===== config.mk =====
export PLATFORM = sky130hd
export DESIGN_NAME = wm8731_i2c_config
export DESIGN_NICKNAME = d
export VERILOG_FILES = /design/src/rtl/wm8731_cfg_pkg.sv /design/src/rtl/i2c_phase_tick.sv /design/src/rtl/wm8731_i2c_config.sv
export SDC_FILE = /design/constraint.sdc
export NUM_CORES = 1
export LEC_CHECK = 0
export BUFFER_PORTS_ARGS = -buffer_cell sky130_fd_sc_hd__buf_2
export CORE_MARGIN = 4
export CORE_UTILIZATION = 35
export CTS_BUF_LIST = sky130_fd_sc_hd__clkbuf_4 sky130_fd_sc_hd__clkbuf_8 sky130_fd_sc_hd__clkbuf_16
export DETAILED_ROUTE_END_ITERATION = 8
export PLACE_DENSITY = 0.56
export SLEW_MARGIN = 20
export SYNTH_ARGS = -nofsm -noshare
export SYNTH_HDL_FRONTEND = slang
export SYNTH_SLANG_ARGS = --single-unit
export TNS_END_PERCENT = 20

===== constraint.sdc =====
create_clock -name clk -period 6.1 [get_ports clk]
set_input_delay 0.305 -clock clk [delete_from_list [all_inputs] [get_ports clk]]
set_output_delay 0.305 -clock clk [all_outputs]
set_load 0.02 [all_outputs]

===== src/rtl/wm8731_cfg_pkg.sv =====
`default_nettype none
// ============================================================================
//  Module      : wm8731_cfg_pkg
//  Description : Shared types and constants for the WM8731 I2C power-up
//                configuration sequencer: FSM state encoding, default device
//                address and the register word table.
//  Revision    : 1.0 - initial release
// ============================================================================
package wm8731_cfg_pkg;

   // Sequencer states, explicitly 3 bits wide
   typedef enum logic [2:0] {
      ST_IDLE  = 3'd0,
      ST_START = 3'd1,
      ST_BIT   = 3'd2,
      ST_STOP  = 3'd3,
      ST_GAP   = 3'd4,
      ST_DONE  = 3'd5,
      ST_ERR   = 3'd6
   } cfg_state_t;

   // 7-bit address 0x1A with R/W = 0
   localparam logic [7:0] DEV_ADDR_DEFAULT = 8'h34;

   // Slot of the ACK bit inside each 9-slot byte frame
   localparam logic [3:0] ACK_SLOT  = 4'd8;
   // Index of the final byte of a word transaction
   localparam logic [1:0] LAST_BYTE = 2'd2;

   // Register words written in order after power-up
   function automatic logic [15:0] cfg_word(input logic [3:0] idx);
      logic [15:0] w;
      case (idx)
         4'd0:    w = 16'h1E00;  // reset
         4'd1:    w = 16'h0017;  // left line in
         4'd2:    w = 16'h0217;  // right line in
         4'd3:    w = 16'h0812;  // analog path
         4'd4:    w = 16'h0A00;  // digital path
         4'd5:    w = 16'h0C00;  // power on
         4'd6:    w = 16'h0E42;  // I2S, 16-bit, master
         4'd7:    w = 16'h1000;  // 48 kHz normal mode
         4'd8:    w = 16'h1201;  // active
         default: w = 16'h0000;
      endcase
      return w;
   endfunction

endpackage
`default_nettype wire


===== src/rtl/i2c_phase_tick.sv =====
`default_nettype none
// ============================================================================
//  Module      : i2c_phase_tick
//  Description : Divides clk into quarter-bit phase ticks and tracks the
//                2-bit phase P0..P3 of the current I2C bit. Held cleared
//                while the sequencer is idle so every transaction starts
//                on a fresh P0.
//  Revision    : 1.0 - initial release
// ============================================================================
module i2c_phase_tick #(
   parameter int CLK_DIV = 25
) (
   input  logic       clk,
   input  logic       reset,
   input  logic       clear,
   output logic       tick,
   output logic [1:0] phase
);

   localparam int CW = (CLK_DIV > 1) ? $clog2(CLK_DIV) : 1;
   localparam logic [CW-1:0] C_DIV_LAST = CW'(CLK_DIV - 1);

   logic [CW-1:0] div_q, div_d;
   logic [1:0]    phase_q, phase_d;
   logic          tick_raw;

   assign tick_raw = (div_q == C_DIV_LAST);

   // Next divider / phase values; clear forces both back to the P0 origin
   always_comb begin
      div_d   = tick_raw ? '0 : (div_q + CW'(1));
      phase_d = tick_raw ? (phase_q + 2'd1) : phase_q;
      if (clear) begin
         div_d   = '0;
         phase_d = 2'd0;
      end
   end

   // Divider and phase registers
   always_ff @(posedge clk) begin
      if (reset) begin
         div_q   <= '0;
         phase_q <= 2'd0;
      end else begin
         div_q   <= div_d;
         phase_q <= phase_d;
      end
   end

   assign tick  = tick_raw && !clear;
   assign phase = phase_q;

endmodule
`default_nettype wire


===== src/rtl/wm8731_i2c_config.sv =====
`default_nettype none
// ============================================================================
//  Module      : wm8731_i2c_config
//  Description : Power-up configuration sequencer for the WM8731 codec.
//                Sends each table word as a 3-byte I2C write (address,
//                data high, data low), checks every ACK, retries a word on
//                NACK and releases the bus when finished or on failure.
//  Revision    : 1.0 - initial release
// ============================================================================
module wm8731_i2c_config
   import wm8731_cfg_pkg::*;
#(
   parameter int         CLK_DIV   = 25,
   parameter int         NUM_WORDS = 9,
   parameter logic [7:0] DEV_ADDR  = DEV_ADDR_DEFAULT,
   parameter int         MAX_RETRY = 3
) (
   input  logic       clk,
   input  logic       reset,
   input  logic       start,
   output logic       i2c_sclk,
   output logic       i2c_sdat_oe,
   input  logic       i2c_sdat_in,
   output logic       busy,
   output logic       done,
   output logic       error,
   output logic [3:0] word_idx
);

   localparam int RW = (MAX_RETRY > 1) ? $clog2(MAX_RETRY + 1) : 1;
   localparam logic [RW-1:0] C_RETRY_MAX = RW'(MAX_RETRY);
   localparam logic [3:0]    C_WORD_LAST = 4'(NUM_WORDS - 1);

   cfg_state_t     state_q, state_d;
   logic [3:0]     bit_q, bit_d;
   logic [1:0]     byte_q, byte_d;
   logic [3:0]     word_idx_q, word_idx_d;
   logic [RW-1:0]  retry_q, retry_d;
   logic           nack_q, nack_d;
   logic           sclk_q, sclk_d;
   logic           sdat_oe_q, sdat_oe_d;

   logic           tick;
   logic [1:0]     phase;
   logic           bus_idle;
   logic           bit_end;
   logic           ack_sample;
   logic [15:0]    cur_word;
   logic [7:0]     tx_byte;

   assign bus_idle   = (state_q == ST_IDLE) || (state_q == ST_DONE) || (state_q == ST_ERR);
   assign bit_end    = tick && (phase == 2'd3);
   // ACK is taken on the clock that enters P3, well after SCLK has risen
   assign ack_sample = tick && (phase == 2'd2);
   assign cur_word   = cfg_word(word_idx_q);

   i2c_phase_tick #(
      .CLK_DIV (CLK_DIV)
   ) u_phase_tick (
      .clk   (clk),
      .reset (reset),
      .clear (bus_idle),
      .tick  (tick),
      .phase (phase)
   );

   // State and bus output registers
   always_ff @(posedge clk) begin
      if (reset) begin
         state_q    <= ST_IDLE;
         bit_q      <= 4'd0;
         byte_q     <= 2'd0;
         word_idx_q <= 4'd0;
         retry_q    <= '0;
         nack_q     <= 1'b0;
         sclk_q     <= 1'b1;
         sdat_oe_q  <= 1'b0;
      end else begin
         state_q    <= state_d;
         bit_q      <= bit_d;
         byte_q     <= byte_d;
         word_idx_q <= word_idx_d;
         retry_q    <= retry_d;
         nack_q     <= nack_d;
         sclk_q     <= sclk_d;
         sdat_oe_q  <= sdat_oe_d;
      end
   end

   // Next-state logic: every bus state lasts whole bit periods
   always_comb begin
      state_d    = state_q;
      bit_d      = bit_q;
      byte_d     = byte_q;
      word_idx_d = word_idx_q;
      retry_d    = retry_q;
      nack_d     = nack_q;
      case (state_q)
         ST_IDLE, ST_DONE, ST_ERR: begin
            if (start) begin
               state_d    = ST_START;
               word_idx_d = 4'd0;
               retry_d    = '0;
               nack_d     = 1'b0;
            end
         end
         ST_START: begin
            nack_d = 1'b0;
            if (bit_end) begin
               state_d = ST_BIT;
               bit_d   = 4'd0;
               byte_d  = 2'd0;
            end
         end
         ST_BIT: begin
            if (ack_sample && (bit_q == ACK_SLOT)) begin
               nack_d = i2c_sdat_in;
            end
            if (bit_end) begin
               if (bit_q == ACK_SLOT) begin
                  // A NACK abandons the rest of the word immediately
                  if (nack_q || (byte_q == LAST_BYTE)) begin
                     state_d = ST_STOP;
                  end else begin
                     byte_d = byte_q + 2'd1;
                     bit_d  = 4'd0;
                  end
               end else begin
                  bit_d = bit_q + 4'd1;
               end
            end
         end
         ST_STOP: begin
            if (bit_end) begin
               state_d = ST_GAP;
            end
         end
         ST_GAP: begin
            if (bit_end) begin
               if (nack_q) begin
                  if (retry_q < C_RETRY_MAX) begin
                     retry_d = retry_q + RW'(1);
                     state_d = ST_START;
                  end else begin
                     state_d = ST_ERR;
                  end
               end else if (word_idx_q < C_WORD_LAST) begin
                  word_idx_d = word_idx_q + 4'd1;
                  retry_d    = '0;
                  state_d    = ST_START;
               end else begin
                  state_d = ST_DONE;
               end
            end
         end
         default: begin
            state_d = ST_IDLE;
         end
      endcase
   end

   // Bus waveform per state/phase and status flags
   always_comb begin
      sclk_d    = 1'b1;
      sdat_oe_d = 1'b0;
      case (byte_q)
         2'd1:    tx_byte = cur_word[15:8];
         2'd2:    tx_byte = cur_word[7:0];
         default: tx_byte = DEV_ADDR;
      endcase
      case (state_q)
         ST_START: begin
            // SDAT falls in P1 with SCLK high, SCLK falls in P2
            sclk_d    = ~phase[1];
            sdat_oe_d = (phase != 2'd0);
         end
         ST_BIT: begin
            sclk_d    = phase[1];
            sdat_oe_d = (bit_q != ACK_SLOT) && !tx_byte[3'd7 - bit_q[2:0]];
         end
         ST_STOP: begin
            // SDAT held low until SCLK is high, then released in P3
            sclk_d    = phase[1];
            sdat_oe_d = (phase != 2'd3);
         end
         default: begin
            sclk_d    = 1'b1;
            sdat_oe_d = 1'b0;
         end
      endcase
      busy  = !bus_idle;
      done  = (state_q == ST_DONE);
      error = (state_q == ST_ERR);
   end

   assign i2c_sclk    = sclk_q;
   assign i2c_sdat_oe = sdat_oe_q;
   assign word_idx    = word_idx_q;

endmodule
`default_nettype wire


==> results.ini <==
[outcome]
status = finished, final reports clean

[clocking]
clock-sinks = 34
cts_resized = 0
tritoncts = yes
cts_buffer_depth = 2
htreeDepth = 2
numCtsBuffers = 5
hold_buffers = 0
post_cts_buffers = 0
cts_root_buf = clkbuf_8
clk_pin_slew_ns = 0.07
insertion_delay_ns = 0.28

[global_routing]
grt_pass1_wl_um = 7820
grt_pass1_vias = 1623
grt_antenna_before_repair = 0
grt_overflow = 0
grt_start_max_net_pins = 26
grt_usage_pct = 13.3

[synthesis]
synth-seq-area-share_pct = 32.4
synth_common_cells = 34 x dfxtp_1, 23 x nor2_1, 17 x inv_1
netlist_area_mm2 = 0.00210
synth_edf_count = 0
syn_inst = 243
synth_area_per_cell_um2 = 8.63
yosysWarnings = 0
synth_nets = 263
yosys.area.top_type = dfxtp_1
post-synth-top-area-fraction_pct = 32.4
synth_ff_type = dfxtp_1
synthTopCellsByArea = dfxtp_1 32%, ha_1 9.5%, nor2_1 4.1%
async_flop_share_pct = 0
ys_seq_elements = 34
yosysMostFrequentCell = dfxtp_1
synth_cell_types = 61

[pwr]
power.density_mw_per_mm2 = 272
p_comb_share_pct = 27.4
switching_power_mw = 0.217
pwr-share-seq_pct = 44.2
ir_drop_mv = 0.146
power_leakage_nw = 0.844
power_frac_clock_pct = 28.4
p_sw_share_pct = 34.9
p_int_mw = 0.404

[final_layout]
areaGrowthSynthToFinish_pct = 8.53
drive_gt1_share_pct = 13.1
n_fill_cell = 595
fin_area_mm2 = 0.00228
final_nets = 271
diodes = 0

[detailed_routing]
postRouteAntennaNets = 0
drc = 0
post_drt_wl_per_cell_um = 13.8
drt-total-wl_um = 4480
drt-initial-drc-count = 92
first_pass_iters = 5
vias = 1728
drt-vias-per-instance = 5.33

[timing]
finalSetupTns_ns = 0
maxSlewViolCount = 0
setup_viol = 0
skew_ns = 0.00504
hold_viol = 0
clock.fmax_ghz = 0.362
rsz0062_at_grt = no
min_period_ns = 2.76
relSlewSlack_pct = 47.8
finalCritPeriodShare_pct = 45.3
tightest_slew_ns = 0.781

[die]
die_x_um = 85.4
dieArea_mm2 = 0.00730
ios = 13
die_h_um = 85.4
initial_core_util_pct = 37.0
design.core.area_mm2 = 0.00568
std_cell_rows = 27

[worst_setup_path]
cp.arrival_ns = 2.96
start_kind = register
critical_path_class = register to register
reg2reg_depth = 7
end_kind = register
worstPathRequired_ns = 6.29
path_max_fanout = 25

[worst_hold_path]
min_path_type = input port to register
hold-path-cell-count = 4

[placement]
dp_hpwl_um = 3310
place.port_buffers = 12
place.gp.congestion = 0.774
place_area_mm2 = 0.00218

[job]
drv_cap = 0

==> power by group through the flow <==
stage | Sequential, mW | Clock (mW) | Combinational (mW)
floorplan | 0.255 | 0 | 0.159
global placement | 0.278 | 0 | 0.169
detailed placement | 0.279 | 0 | 0.170
CTS | 0.274 | 0.183 | 0.171
global route | 0.278 | 0.192 | 0.191
finish | 0.274 | 0.176 | 0.170
==> registers in the layout, summed over array words and instances (netlist names) <==
signal and flops:
cur_word 9, i2c_sdat_oe 1, i2c_sclk 1, word_idx 4
state_q 3, u_phase_tick.div_q 5, byte_q 2, bit_q 4
retry_q 2, nack_q 1, u_phase_tick.phase 2
==> placed cells by master (no fill, tap or decap), types with 2 or more instances in the layout <==
cell type,synthesis,layout
nor4_1,2,2
nor3b_1,5,5
xor2_1,2,2
and2_1,2,2
nand2_1,10,10
o21a_1,2,2
a211oi_1,6,6
o211a_1,2,2
o21ai_0,11,11
or4b_1,2,2
a22oi_1,2,2
nor3_1,10,10
a221o_1,2,2
mux2i_1,7,7
dfxtp_1,34,34
buf_2,2,12
a21oi_1,13,13
ha_1,16,16
clkbuf_8,0,6
or2_2,2,2
o211ai_1,2,2
or3b_4,2,2
nand2b_1,5,5
nor2b_1,3,3
nor2_1,23,23
nand3_1,14,14
xnor2_1,5,5
inv_1,17,17
==> logic make-up (layout without fill, tap and decap cells) <==
family                   Yosys count  in the layout  share of synthesized area, %
buffers and inverters             29             38                          6.38
AO/OA/AOI/OAI                     57             57                          20.2
AND/OR/NAND/NOR                   92             92                          24.7
XOR/XNOR                           7              7                          2.92
flip-flops                        34             34                          32.4
multiplexers                       8              8                          3.88
adder cells (fa/ha/maj)           16             16                          9.54
==> worst max-delay path, cell delays in order, from the launching register on <==
cell	delay [ns]
dfxtp_1	0.83
xnor2_1	0.26
o211ai_1	0.24
o21ai_0	0.47
inv_1	0.16
ha_1	0.34
nor2b_1	0.14
a211oi_1	0.22
==> path summary, 6_finish.rpt <==
check	slack, ns	to	startpoint
setup / recovery	3.34	cur_word[11]$_SDFF_PP0_	state_q[1]$_SDFFE_PP0P_
hold / removal	0.37	nack_q$_SDFFE_PP0P_	i2c_sdat_in
setup reg to reg	3.34	cur_word[11]$_SDFF_PP0_	state_q[1]$_SDFFE_PP0P_
hold reg to reg	0.46	u_phase_tick.div_q[0]$_SDFF_PP0_	u_phase_tick.div_q[0]$_SDFF_PP0_
==> metal layers <==
| layer | up-vias | GRT usage (%) | routed length [um] | share of wire (%) |
|---|---|---|---|---|
| met5 | - | 0 | 0 | 0 |
| met4 | 0 | 4.75 | 63 | 1.4 |
| met3 | 5 | 3.11 | 146 | 3.3 |
| met2 | 26 | 19.9 | 2030 | 45 |
| met1 | 804 | 18.4 | 2240 | 50 |
| li1 | 893 | - | - | - |
==> through the flow <==
stage	instances	power [mW]	hold slack, ns	setup slack [ns]	util [%]
finish	324	0.620	0.375	3.34	40.1
global route	324	0.661	0.395	3.00	40.1
CTS	324	0.627	0.383	3.34	40.1
detailed placement	316	0.449	0.448	3.36	38.4
global placement	316	0.446	0.445	3.46	38.4
floorplan	243	0.414	0.382	3.85	-
==> layout make-up <==
type                       instances  area [um2]  area share (%)
clock buffer                       7        90.1            3.96
inverter                          18        67.6            2.97
sequential                        34         681            29.9
multi-input combinational        180        1280            56.4
tap                               72        90.1            3.96
timing repair buffer              12        60.1            2.64
clock inverter                     1        5.00           0.220
Note: power is estimated with default switching activity, not from simulation.
